$ cat src/rtl/rng_bit_collector_if.sv
// Handshake bundle between the TRNG cell, the bit collector and the word consumer.
// The slave side is the collector; the master side drives enable, raw bits and word acks.
interface rng_bit_collector_if #(
  parameter int unsigned WIDTH = 16
);
  logic             en;
  logic             raw_bit;
  logic             raw_ready;
  logic             raw_ack;
  logic [WIDTH-1:0] word;
  logic             word_valid;
  logic             word_ack;
  logic             health_fail;

  modport slave (
    input  en, raw_bit, raw_ready, word_ack,
    output raw_ack, word, word_valid, health_fail
  );

  modport master (
    output en, raw_bit, raw_ready, word_ack,
    input  raw_ack, word, word_valid, health_fail
  );
endinterface

$ cat src/rtl/rng_bit_collector.sv
// Pulls raw TRNG bits over a ready/ack handshake, von Neumann-debiases them, packs WIDTH-bit
// words and runs a repetition-count health test that latches a permanent failure.
module rng_bit_collector #(
  parameter int unsigned WIDTH     = 16,
  parameter int unsigned REP_LIMIT = 16
) (
  input  logic                clk_i,
  input  logic                rst_i,
  rng_bit_collector_if.slave  bus_io
);
  localparam int unsigned CntW = $clog2(WIDTH + 1);
  localparam int unsigned RunW = $clog2(REP_LIMIT + 1);

  typedef enum logic [2:0] {StIdle, StCollect, StWaitLow, StFull, StFail} state_e;

  state_e           state_q, state_d;
  logic [WIDTH-1:0] word_q, word_d;
  logic [CntW-1:0]  cnt_q, cnt_d;
  logic             hold_vld_q, hold_vld_d;
  logic             hold_q, hold_d;
  logic [RunW-1:0]  run_q, run_d;
  logic             last_q, last_d;
  logic             raw_ack_q, raw_ack_d;
  logic [RunW-1:0]  run_next;

  // Length of the identical-bit run including the bit on raw_bit, saturating at REP_LIMIT.
  always_comb begin
    run_next = RunW'(1);
    if (run_q != '0 && bus_io.raw_bit == last_q) begin
      run_next = (run_q == RunW'(REP_LIMIT)) ? run_q : run_q + RunW'(1);
    end
  end

  always_comb begin
    state_d    = state_q;
    word_d     = word_q;
    cnt_d      = cnt_q;
    hold_vld_d = hold_vld_q;
    hold_d     = hold_q;
    run_d      = run_q;
    last_d     = last_q;
    raw_ack_d  = 1'b0;

    unique case (state_q)
      StIdle: begin
        if (bus_io.en) state_d = StCollect;
      end
      StCollect, StWaitLow: begin
        if (!bus_io.en) begin
          state_d    = StIdle;
          cnt_d      = '0;
          hold_vld_d = 1'b0;
          run_d      = '0;
        end else if (state_q == StWaitLow) begin
          if (!bus_io.raw_ready) state_d = StCollect;
        end else if (bus_io.raw_ready) begin
          raw_ack_d = 1'b1;
          last_d    = bus_io.raw_bit;
          run_d     = run_next;
          state_d   = StWaitLow;
          // A tripping bit is consumed but never packed.
          if (run_next == RunW'(REP_LIMIT)) begin
            state_d = StFail;
          end else if (!hold_vld_q) begin
            hold_vld_d = 1'b1;
            hold_d     = bus_io.raw_bit;
          end else begin
            hold_vld_d = 1'b0;
            if (hold_q != bus_io.raw_bit) begin
              word_d = {word_q[WIDTH-2:0], hold_q};
              cnt_d  = cnt_q + CntW'(1);
              if (cnt_q == CntW'(WIDTH - 1)) state_d = StFull;
            end
          end
        end
      end
      StFull: begin
        if (bus_io.word_ack) begin
          cnt_d      = '0;
          hold_vld_d = 1'b0;
          state_d    = bus_io.en ? StCollect : StIdle;
        end
      end
      StFail: begin
        state_d = StFail;
      end
      default: state_d = StIdle;
    endcase
  end

  always_ff @(posedge clk_i or posedge rst_i) begin
    if (rst_i) begin
      state_q    <= StIdle;
      word_q     <= '0;
      cnt_q      <= '0;
      hold_vld_q <= 1'b0;
      hold_q     <= 1'b0;
      run_q      <= '0;
      last_q     <= 1'b0;
      raw_ack_q  <= 1'b0;
    end else begin
      state_q    <= state_d;
      word_q     <= word_d;
      cnt_q      <= cnt_d;
      hold_vld_q <= hold_vld_d;
      hold_q     <= hold_d;
      run_q      <= run_d;
      last_q     <= last_d;
      raw_ack_q  <= raw_ack_d;
    end
  end

  assign bus_io.raw_ack     = raw_ack_q;
  assign bus_io.word        = word_q;
  assign bus_io.word_valid  = (state_q == StFull);
  assign bus_io.health_fail = (state_q == StFail);
endmodule
$ cat src/flat_wrapper.sv
// flat-port wrapper written by rule: the top's interface ports become plain ports
module rng_bit_collector_flat 
#(
  parameter int unsigned WIDTH     = 16,
  parameter int unsigned REP_LIMIT = 16
)
  (clk_i, rst_i, bus_io_en, bus_io_raw_bit, bus_io_raw_ready, bus_io_word_ack, bus_io_raw_ack, bus_io_word, bus_io_word_valid, bus_io_health_fail);
  rng_bit_collector_if #(.WIDTH(WIDTH)) bus_io_i ();
  input  logic clk_i;
  input  logic rst_i;
  input wire logic [$bits(bus_io_i.en)-1:0] bus_io_en;
  input wire logic [$bits(bus_io_i.raw_bit)-1:0] bus_io_raw_bit;
  input wire logic [$bits(bus_io_i.raw_ready)-1:0] bus_io_raw_ready;
  input wire logic [$bits(bus_io_i.word_ack)-1:0] bus_io_word_ack;
  output wire logic [$bits(bus_io_i.raw_ack)-1:0] bus_io_raw_ack;
  output wire logic [$bits(bus_io_i.word)-1:0] bus_io_word;
  output wire logic [$bits(bus_io_i.word_valid)-1:0] bus_io_word_valid;
  output wire logic [$bits(bus_io_i.health_fail)-1:0] bus_io_health_fail;
  assign bus_io_i.en = bus_io_en;
  assign bus_io_i.raw_bit = bus_io_raw_bit;
  assign bus_io_i.raw_ready = bus_io_raw_ready;
  assign bus_io_i.word_ack = bus_io_word_ack;
  assign bus_io_raw_ack = bus_io_i.raw_ack;
  assign bus_io_word = bus_io_i.word;
  assign bus_io_word_valid = bus_io_i.word_valid;
  assign bus_io_health_fail = bus_io_i.health_fail;
  rng_bit_collector #(.WIDTH(WIDTH), .REP_LIMIT(REP_LIMIT)) u_core (.clk_i(clk_i), .rst_i(rst_i), .bus_io(bus_io_i));
endmodule
$ cat config.mk
export PLATFORM = sky130hd
export DESIGN_NAME = rng_bit_collector_flat
export DESIGN_NICKNAME = d
export VERILOG_FILES = /design/src/rtl/rng_bit_collector_if.sv /design/src/rtl/rng_bit_collector.sv /design/src/flat_wrapper.sv
export SDC_FILE = /design/constraint.sdc
export NUM_CORES = 1
export LEC_CHECK = 0
export BUFFER_PORTS_ARGS = -buffer_cell sky130_fd_sc_hd__clkbuf_2
export CORE_MARGIN = 4
export CORE_UTILIZATION = 60
export CTS_CLUSTER_SIZE = 14
export DETAILED_ROUTE_END_ITERATION = 16
export GPL_TIMING_DRIVEN = 0
export PLACE_DENSITY_LB_ADDON = 0.1
export SLEW_MARGIN = 20
export SYNTH_ARGS = -nofsm -noshare
export SYNTH_HDL_FRONTEND = slang
export SYNTH_SLANG_ARGS = --single-unit
$ cat constraint.sdc
create_clock -name clk_i -period 3.46 [get_ports clk_i]
set_clock_uncertainty 0.05 [all_clocks]
set_input_delay 0 -clock clk_i [delete_from_list [all_inputs] [get_ports clk_i]]
set_output_delay 0 -clock clk_i [all_outputs]
set_load 0.02 [all_outputs]
# [After elaboration in Yosys (flattened, before gate mapping)]
# Index checks and enable logic that the tools add are counted.
[word_totals] register_bits=33 elab_cells=81
[classes] n_addsub=2 eq_ne=20 mux=36 n_bitwise=3 reduce_logical=12
[op_table] operator="5-bit two-way mux" count=12
[op_table] operator="3-bit two-way mux" count=9
[op_table] operator="7-bit AND reduction" count=2
[op_table] operator="1-bit two-way mux" count=12
[op_table] operator="3-bit one-hot mux with 4 select lines" count=1
[op_table] operator="5-bit by 1-bit adder with 5-bit output (second input constant)" count=2
[op_table] operator="5-bit == test (second input constant)" count=2
[op_table] operator="5-bit one-hot mux with 2 select lines" count=1
[op_table] operator="3-bit inequality test (second input constant)" count=3
[op_table] operator="4-bit AND reduction" count=2
[op_table] operator="3-bit by 2-bit == test with 1-bit output (second input constant)" count=2
[op_table] operator="2-bit inequality test (second input constant)" count=3
[op_table] operator="3-bit by 2-bit inequality test with 1-bit output (second input constant)" count=2
[op_table] operator="6-bit AND reduction" count=1
[op_table] operator="5-bit by 4-bit == test with 1-bit output (second input constant)" count=1
[op_table] operator="5-bit AND reduction" count=1
[op_table] operator="5-bit nonzero test" count=1
[op_table] operator="4-bit by 3-bit inequality test with 1-bit output (second input constant)" count=1
[op_table] operator="4-bit inequality test (second input constant)" count=1
[op_table] operator="3-bit by 1-bit == test with 1-bit output (second input constant)" count=1
[op_table] operator="3-bit == test (second input constant)" count=1
[op_table] operator="3-bit zero test" count=1
[op_table] operator="1-bit NOT" count=3
[op_table] operator="3-bit AND reduction" count=1
[op_table] operator="other kinds (7)" count=7

# [Longest topological paths before layout]
# Gate-level depths: netlist of the first run.
[depth] ltp_word=9 depth_mapped=9

# [Worst setup path after synthesis of the first run]
# Ideal clock, no wire load.
[synth_timing] path_type="reg2reg" from="register u_core.run_q[0]" to="register u_core.word_q[10], in the netlist u_core.bus_io.word[10]" setup_time_ns=0.125 t_arrival_ns=2.117 path_slack_ns=1.168 path_stages_with_launch=10 period_less_slack_ns=2.292 path_cell_list="dfrtp_1 -> inv_1 -> ha_1 -> or3b_4 -> nand3b_1 -> o311a_1 -> o21bai_1 -> or2_4 -> buf_6 -> mux2_4"
[synth_between] elab_chain_len=6 elab_cells_between_ends=9 classes_between="add/sub (1); eq/ne (2); mux (2); bitwise (1); reduce/logical (3)"
[synth_rtl] item="from (decl)" line="rng_bit_collector.sv:21" rtl="logic [RunW-1:0] run_q, run_d;"
[synth_rtl] item="from (signal assigned)" line="rng_bit_collector.sv:107" rtl="run_q <= run_d;"
[synth_rtl] item="5-bit by 1-bit adder with 5-bit output, or another cell as far along" line="rng_bit_collector.sv:30" rtl="run_next = (run_q == RunW'(REP_LIMIT)) ? run_q : run_q + RunW'(1);"
[synth_rtl] item="5-bit two-way mux / 1-bit logical AND (equally long branches)" line="rng_bit_collector.sv:30, rng_bit_collector.sv:29"
[synth_rtl] item="5-bit two-way mux (*)" line="rng_bit_collector.sv:29" rtl="if (run_q != '0 && bus_io.raw_bit == last_q) begin"
[synth_rtl] item="5-bit == test (*)" line="rng_bit_collector.sv:62" rtl="if (run_next == RunW'(REP_LIMIT)) begin"
[synth_rtl] item="1-bit NOT (no source line) (*)"
[synth_rtl] item="7-bit AND reduction (no source line) (*)"
[synth_rtl] item="to (signal assigned)" line="rng_bit_collector.sv:103" rtl="word_q <= word_d;"
[synth_rtl] item="to (decl)" line="rng_bit_collector.sv:17" rtl="logic [WIDTH-1:0] word_q, word_d;"
# Mark *: on every way between the ends. The rest lies on a longest branch, timed or not.
# A chain may end at the register's enable or synchronous reset.

# [Worst setup path in the final report of the first run]
[layout_timing] from="register u_core.run_q[0]" to="register u_core.word_q[4], in the netlist u_core.bus_io.word[4]"
# Same word-level chain as after synthesis.

==> results.sh, run 1 <==
export IMPL_outcome="finished clean"
export IMPL_max_freq_mhz=386
export IMPL_die_h_um=61.7
export IMPL_cp_end_kind="register"
export IMPL_io_pins=25
export IMPL_cts_setup_buffers=0
export IMPL_syn_area_per_cell_um2=11.0
export IMPL_setup_viol=0
export IMPL_dieArea_um2=3810
export IMPL_cts_resized_gates=0
export IMPL_synth_cells=157
export IMPL_synth_area_leaders="dfrtp_1 (48%), mux2_4 (13%), o21ai_0 (3.5%), ha_1 (2.9%), nand2_1 (2.4%)"
export IMPL_fin_nets=199
export IMPL_path_clk_slew_ps=100
export IMPL_cts_made_buffers=5
export IMPL_diodes=0
export IMPL_antenna_found_initial=0
export IMPL_drt_initial_drc_count=73
export IMPL_slowest_stage="dfrtp_1"
export IMPL_hold_buffers=2
export IMPL_p_total_mw=0.792
export IMPL_p_clk_frac=0.271
export IMPL_worst_pin_slew_ps=810
export IMPL_leakagePower_nw=1.02
export IMPL_swShare=0.307
export IMPL_powerDensity_nw_per_um2=404
export IMPL_grt_pass1_vias=1216
export IMPL_grt_setup_unrepaired="no"
export IMPL_cts_buffer_depth=2
export IMPL_ys_warn_count=0
export IMPL_ys_seq_area_frac=0.477
export IMPL_rows=19
export IMPL_numClockSinks=33
export IMPL_hold_violations=0
export IMPL_drt_total_wl_um=3270
export IMPL_layout_min_cycle_time_ps=2590
export IMPL_min_path_type="input port to register"
export IMPL_placedCellCount=211
export IMPL_slew_headroom=0.459
export IMPL_p_comb_frac=0.187
export IMPL_cp_cell_sequence="inv_1 > ha_1 > or3b_4 > nand3b_1 > o311a_1 > o21bai_1 > or2_4 > buf_6 > mux2_4"
export IMPL_grt_pass1_wl_um=5190
export IMPL_ir_drop_mv=0.398
export IMPL_drv_cap=0
export IMPL_cp_required_ps=3640
export IMPL_start_util=0.628
export IMPL_overflow=0
export IMPL_grt_max_degree=34
export IMPL_port_buffers=23
export IMPL_worstSkewPairLatency_ps=340
export IMPL_cts_root_buf="clkbuf_4"
export IMPL_design_core_area_um2=2760
export IMPL_synth_edf_count=0
export IMPL_crit_arrival_ps=2770
export IMPL_fin_tns_setup_ps=0
export IMPL_postRouteAntennaNets=0
export IMPL_dp_hpwl_um=2350
export IMPL_min_period_over_period=0.750
export IMPL_postPlaceCellArea_um2=1890
export IMPL_pwr_share_seq=0.542
export IMPL_worst_path_largest_cell_delay_ps=440
export IMPL_final_cell_area_um2=1960
export IMPL_worst_setup_path_start_kind="register"
export IMPL_p_int_mw=0.549
export IMPL_ys_flop_type="dfrtp_1"
export IMPL_cts_tree="yes"
export IMPL_synth_top_cell_area_share=0.477
export IMPL_syn_area_um2=1730
export IMPL_synth_cell_types=41
export IMPL_vias_per_cell=5.76
export IMPL_grt_use_total=0.189
export IMPL_dr_pass1_iters=4
export IMPL_syn_nets=167
export IMPL_power_switching_mw=0.243
export IMPL_final_cells=221
export IMPL_slew_violations=0
export IMPL_yosysTopAreaCell="dfrtp_1"
export IMPL_drcViolationCount=0
export IMPL_dieWidth_um=61.7
export IMPL_vias=1273
export IMPL_htree_levels=2
export IMPL_crit_type="register to register"
export IMPL_place_congestion=0.867
export IMPL_synth_seq_cells=33
export IMPL_async_flop_share=1.00
export IMPL_crit_fanout=10
export IMPL_routedWlPerCell_um=14.8
export IMPL_area_delta_synth_final_pct=13.2
export IMPL_drive_gt1_frac=0.305
==> Yosys cell counts (all sizes together) (2+ instances only) <==
cell    number
nand3b       3
dfrtp       33
nand2       11
nand2b       5
and3         2
clkbuf       2
o21ai       12
o22ai        2
xnor2        2
ha           4
buf          4
or2          2
nor2b        2
xor2         2
inv          9
nor2         9
a22o         3
mux2i        2
nand3        7
a21oi        6
o311ai       2
mux2        17
==> placed cells by master, fill, tap and decap left out, types with 4 or more instances in the layout <==
master    count
a21oi_1       6
clkbuf_2     23
clkbuf_4      5
dfrtp_1      33
ha_1          4
inv_1         8
mux2_4       15
nand2_1      11
nand2b_1      5
nand3_1       7
nor2_1        9
o21ai_0      12
==> metrics by stage <==
stage | hold slack [ps] | util | setup WS, ps
after floorplan | 66.0 | - | 1170
after global placement | 234 | 0.684 | 964
after detailed placement | 70.2 | 0.684 | 908
after CTS | 32.4 | 0.711 | 893
after global routing | 46.0 | 0.711 | 761
final | 49.4 | 0.711 | 866
==> final cells by class <==
class,instances,area [um^2]
Buffer,6,40.0
Clock buffer,5,37.5
Clock inverter,3,17.5
Fill cell,200,797
Inverter,9,33.8
Multi-Input combinational cell,109,832
Sequential cell,33,826
Tap cell,31,38.8
Timing Repair Buffer,25,135
==> flip-flops by register name, summed over array words and instances (netlist names) <==
register and cells:
u_core.bus_io.raw_ack 1, u_core.bus_io.word 16, u_core.cnt_q 5, u_core.hold_q 1
u_core.hold_vld_q 1, u_core.last_q 1, u_core.run_q 5, u_core.state_q 3
==> final timing paths <==
path                       slack [ps]                endpoint  depth (start not counted)       startpoint
setup reg to reg                  870   u_core.bus_io.word[4]                          9  u_core.run_q[0]
setup / recovery                  870   u_core.bus_io.word[4]                          9  u_core.run_q[0]
hold / removal                     50       u_core.state_q[1]                          3  bus_io_word_ack
min in group asynchronous         230  u_core.bus_io.word[10]                          3            rst_i
max in group asynchronous        2700   u_core.bus_io.word[2]                          3            rst_i
hold reg to reg                   460         u_core.cnt_q[3]                          1  u_core.cnt_q[3]
==> logic make-up (layout without fill, tap and decap cells) <==
family                     Yosys count  count (layout)  synth area share
DFF                                 33              33             0.477
xor gates and xnor gates             4               4            0.0202
AOI/OAI and AO/OA                   36              36             0.138
buffers and inverters               15              48            0.0426
adders and majority gates            4               4            0.0289
muxes                               19              19             0.155
and+or+nand+nor                     46              46             0.139
==> routing by layer <==
layer	routed length, um	vias to the layer above	global-route usage
met2	1580	46	0.309
met4	25	0	0.0667
met3	213	3	0.0620
met1	1450	604	0.234
li1	-	620	-
met5	0	-	0
==> critical path, delay by kind of cell, from the launching register on <==
family	cells	cell delay, ps
AOI/OAI and AO/OA	2	380
muxes	1	310
buffers and inverters	2	320
and+or+nand+nor	3	810
DFF	1	440
adders and majority gates	1	180
==> power by group through the flow <==
stage          clock (mW)  sequential (mW)  combinational (mW)
3_5_place_dp            0            0.437               0.146
5_1_grt             0.235            0.432               0.165
3_3_place_gp            0            0.437               0.141
4_1_cts             0.220            0.429               0.148
6_report            0.214            0.429               0.148
2_1_floorplan           0            0.440               0.105
No activity file was read; power rests on OpenSTA's default activity.
==> run 2: changes to the inputs <==
--- a/config.mk
+++ b/config.mk
@@ -7,7 +7,7 @@
 export LEC_CHECK = 0
 export BUFFER_PORTS_ARGS = -buffer_cell sky130_fd_sc_hd__clkbuf_2
 export CORE_MARGIN = 4
-export CORE_UTILIZATION = 60
+export CORE_UTILIZATION = 51
 export CTS_CLUSTER_SIZE = 14
 export DETAILED_ROUTE_END_ITERATION = 16
 export GPL_TIMING_DRIVEN = 0
==> constraint.sdc (replaced) <==
create_clock -name clk_i -period 2.15 [get_ports clk_i]
set_clock_uncertainty 0.05 [all_clocks]
set_input_delay 0 -clock clk_i [delete_from_list [all_inputs] [get_ports clk_i]]
set_output_delay 0 -clock clk_i [all_outputs]
set_load 0.02 [all_outputs]
==> results.sh, run 2 (synthesis results as in run 1) <==
export IMPL_outcome="complete, but fails checks"
export IMPL_violations="negative setup slack"
export IMPL_port_buffers=23
export IMPL_placedCellCount=224
export IMPL_final_cell_mix="dfrtp_1 (33), clkbuf_2 (23), mux2_4 (16), buf_4 (13)"
export IMPL_vias=1330
export IMPL_grt_setup_unrepaired="yes"
export IMPL_start_util=0.549
export IMPL_drv_cap=0
export IMPL_layout_min_cycle_time_ps=2340
export IMPL_grt_max_degree=34
export IMPL_dieWidth_um=66.3
export IMPL_slew_violations=0
export IMPL_io_pins=25
export IMPL_fin_nets=213
export IMPL_antenna_found_initial=0
export IMPL_worst_setup_path_start_kind="register"
export IMPL_finalWorstSetupSlack_ps=-191
export IMPL_postPlaceCellArea_um2=1920
export IMPL_routedWlPerCell_um=14.5
export IMPL_final_common_cell="dfrtp_1"
export IMPL_pre_cts_ws_ps=-325
export IMPL_cp_end_kind="register"
export IMPL_powerDensity_nw_per_um2=605
export IMPL_worstSkewPairLatency_ps=320
export IMPL_drcViolationCount=0
export IMPL_setup_viol=22
export IMPL_grt_use_total=0.182
export IMPL_leakagePower_nw=1.11
export IMPL_drt_total_wl_um=3560
export IMPL_cp_required_ps=2320
export IMPL_fill_cells=247
export IMPL_cts_made_buffers=5
export IMPL_diodes=0
export IMPL_crit_fanout=8
export IMPL_final_cells=246
export IMPL_slew_headroom=0.545
export IMPL_grt_pass1_wl_um=6140
export IMPL_area_delta_synth_final_pct=25.5
export IMPL_design_core_area_um2=3150
export IMPL_crit_type="register to register"
export IMPL_htree_levels=2
export IMPL_final_cell_area_um2=2170
export IMPL_min_path_type="input port to register"
export IMPL_drt_initial_drc_count=81
export IMPL_ir_drop_mv=0.359
export IMPL_fin_tns_setup_ps=-3590
export IMPL_max_freq_mhz=427
export IMPL_overflow=0
export IMPL_hold_violations=0
export IMPL_place_congestion=0.809
export IMPL_drive_gt1_frac=0.411
export IMPL_dieArea_um2=4390
export IMPL_multiInputGateArea_um2=903
export IMPL_numClockSinks=33
export IMPL_dr_pass1_iters=4
export IMPL_min_period_over_period=1.09
export IMPL_cts_root_buf="clkbuf_4"
export IMPL_path_clk_slew_ps=100
export IMPL_die_h_um=66.3
export IMPL_cts_tree="yes"
export IMPL_grt_pass1_vias=1380
export IMPL_rows=20
export IMPL_crit_arrival_ps=2510
export IMPL_postRouteAntennaNets=0
export IMPL_dp_hpwl_um=2380
export IMPL_worst_pin_slew_ps=682
export IMPL_regArea_um2=826
export IMPL_vias_per_cell=5.41
export IMPL_largest_reg_flops=16
export IMPL_cts_buffer_depth=2
-- run 2: changes by cell type in the layout (fill, tap and decap cells not counted), sizes merged --
| cell | delta |
|---|---|
| buf | +14 |
| clkinv | -1 |
| clkinvlp | -1 |
-- run 2: what timing repair did --
item	in CTS	in global routing
resized for setup	10	9
hold buffers	2	0
hold endpoints to repair	35	0
cloned	1	0
pin swaps	4	5
endpoints found under the setup margin	25	25
setup buffers	8	5
-- run 2: layout make-up --
class | count | share of cell area
Multi-Input combinational cell | 109 | 0.416
Sequential cell | 33 | 0.380
Timing Repair Buffer | 39 | 0.120
Tap cell | 44 | 0.0253
Buffer | 6 | 0.0242
Clock buffer | 5 | 0.0173
Inverter | 9 | 0.0155
Clock inverter | 1 | 0.00230
-- run 2: final timing paths --
path | start | endpoint | slack, ps | depth (start not counted)
worst min-delay path | bus_io_word_ack | u_core.state_q[1] | 60 | 3
worst max-delay path | u_core.run_q[0] | u_core.bus_io.word[1] | -190 | 9
worst min register to register | u_core.cnt_q[4] | u_core.cnt_q[4] | 450 | 2
max in group asynchronous | rst_i | u_core.state_q[0] | 1350 | 3
min in group asynchronous | rst_i | u_core.run_q[2] | 260 | 3
worst max register to register | u_core.run_q[0] | u_core.bus_io.word[1] | -190 | 9
-- run 2: layer usage --
metal | vias up | part of all wire | global-route usage | wire length, um
met4 | 0 | 0.0076 | 0.0635 | 27
met1 | 640 | 0.46 | 0.217 | 1640
met5 | - | 0 | 0 | 0
met3 | 5 | 0.048 | 0.0510 | 172
met2 | 39 | 0.48 | 0.310 | 1720
li1 | 646 | - | - | -
-- run 2: power breakdown --
| group | total [mW] | internal [mW] | switching [mW] |
|---|---|---|---|
| Combinational | 0.313 | 0.149 | 0.164 |
| Sequential | 0.692 | 0.657 | 0.0346 |
| Clock | 0.311 | 0.113 | 0.197 |
-- run 2: per-stage QoR --
stage               hold slack [ps]  utilization  total power, mW
finish                         58.7        0.689             1.32
global route                   65.4        0.689             1.40
CTS                            49.6        0.668             1.31
detailed placement             75.1        0.608            0.948
global placement                236        0.608            0.939
floorplan                      66.0            -            0.884
-- run 2: critical path: stages, from the launching register on --
cell and delay [ps]:
dfrtp_1 420, inv_2 90, ha_4 120, or3b_4 400
nand4_1 90, o311a_1 220, o21bai_2 90, or2_4 300
buf_8 160, mux2_4 290
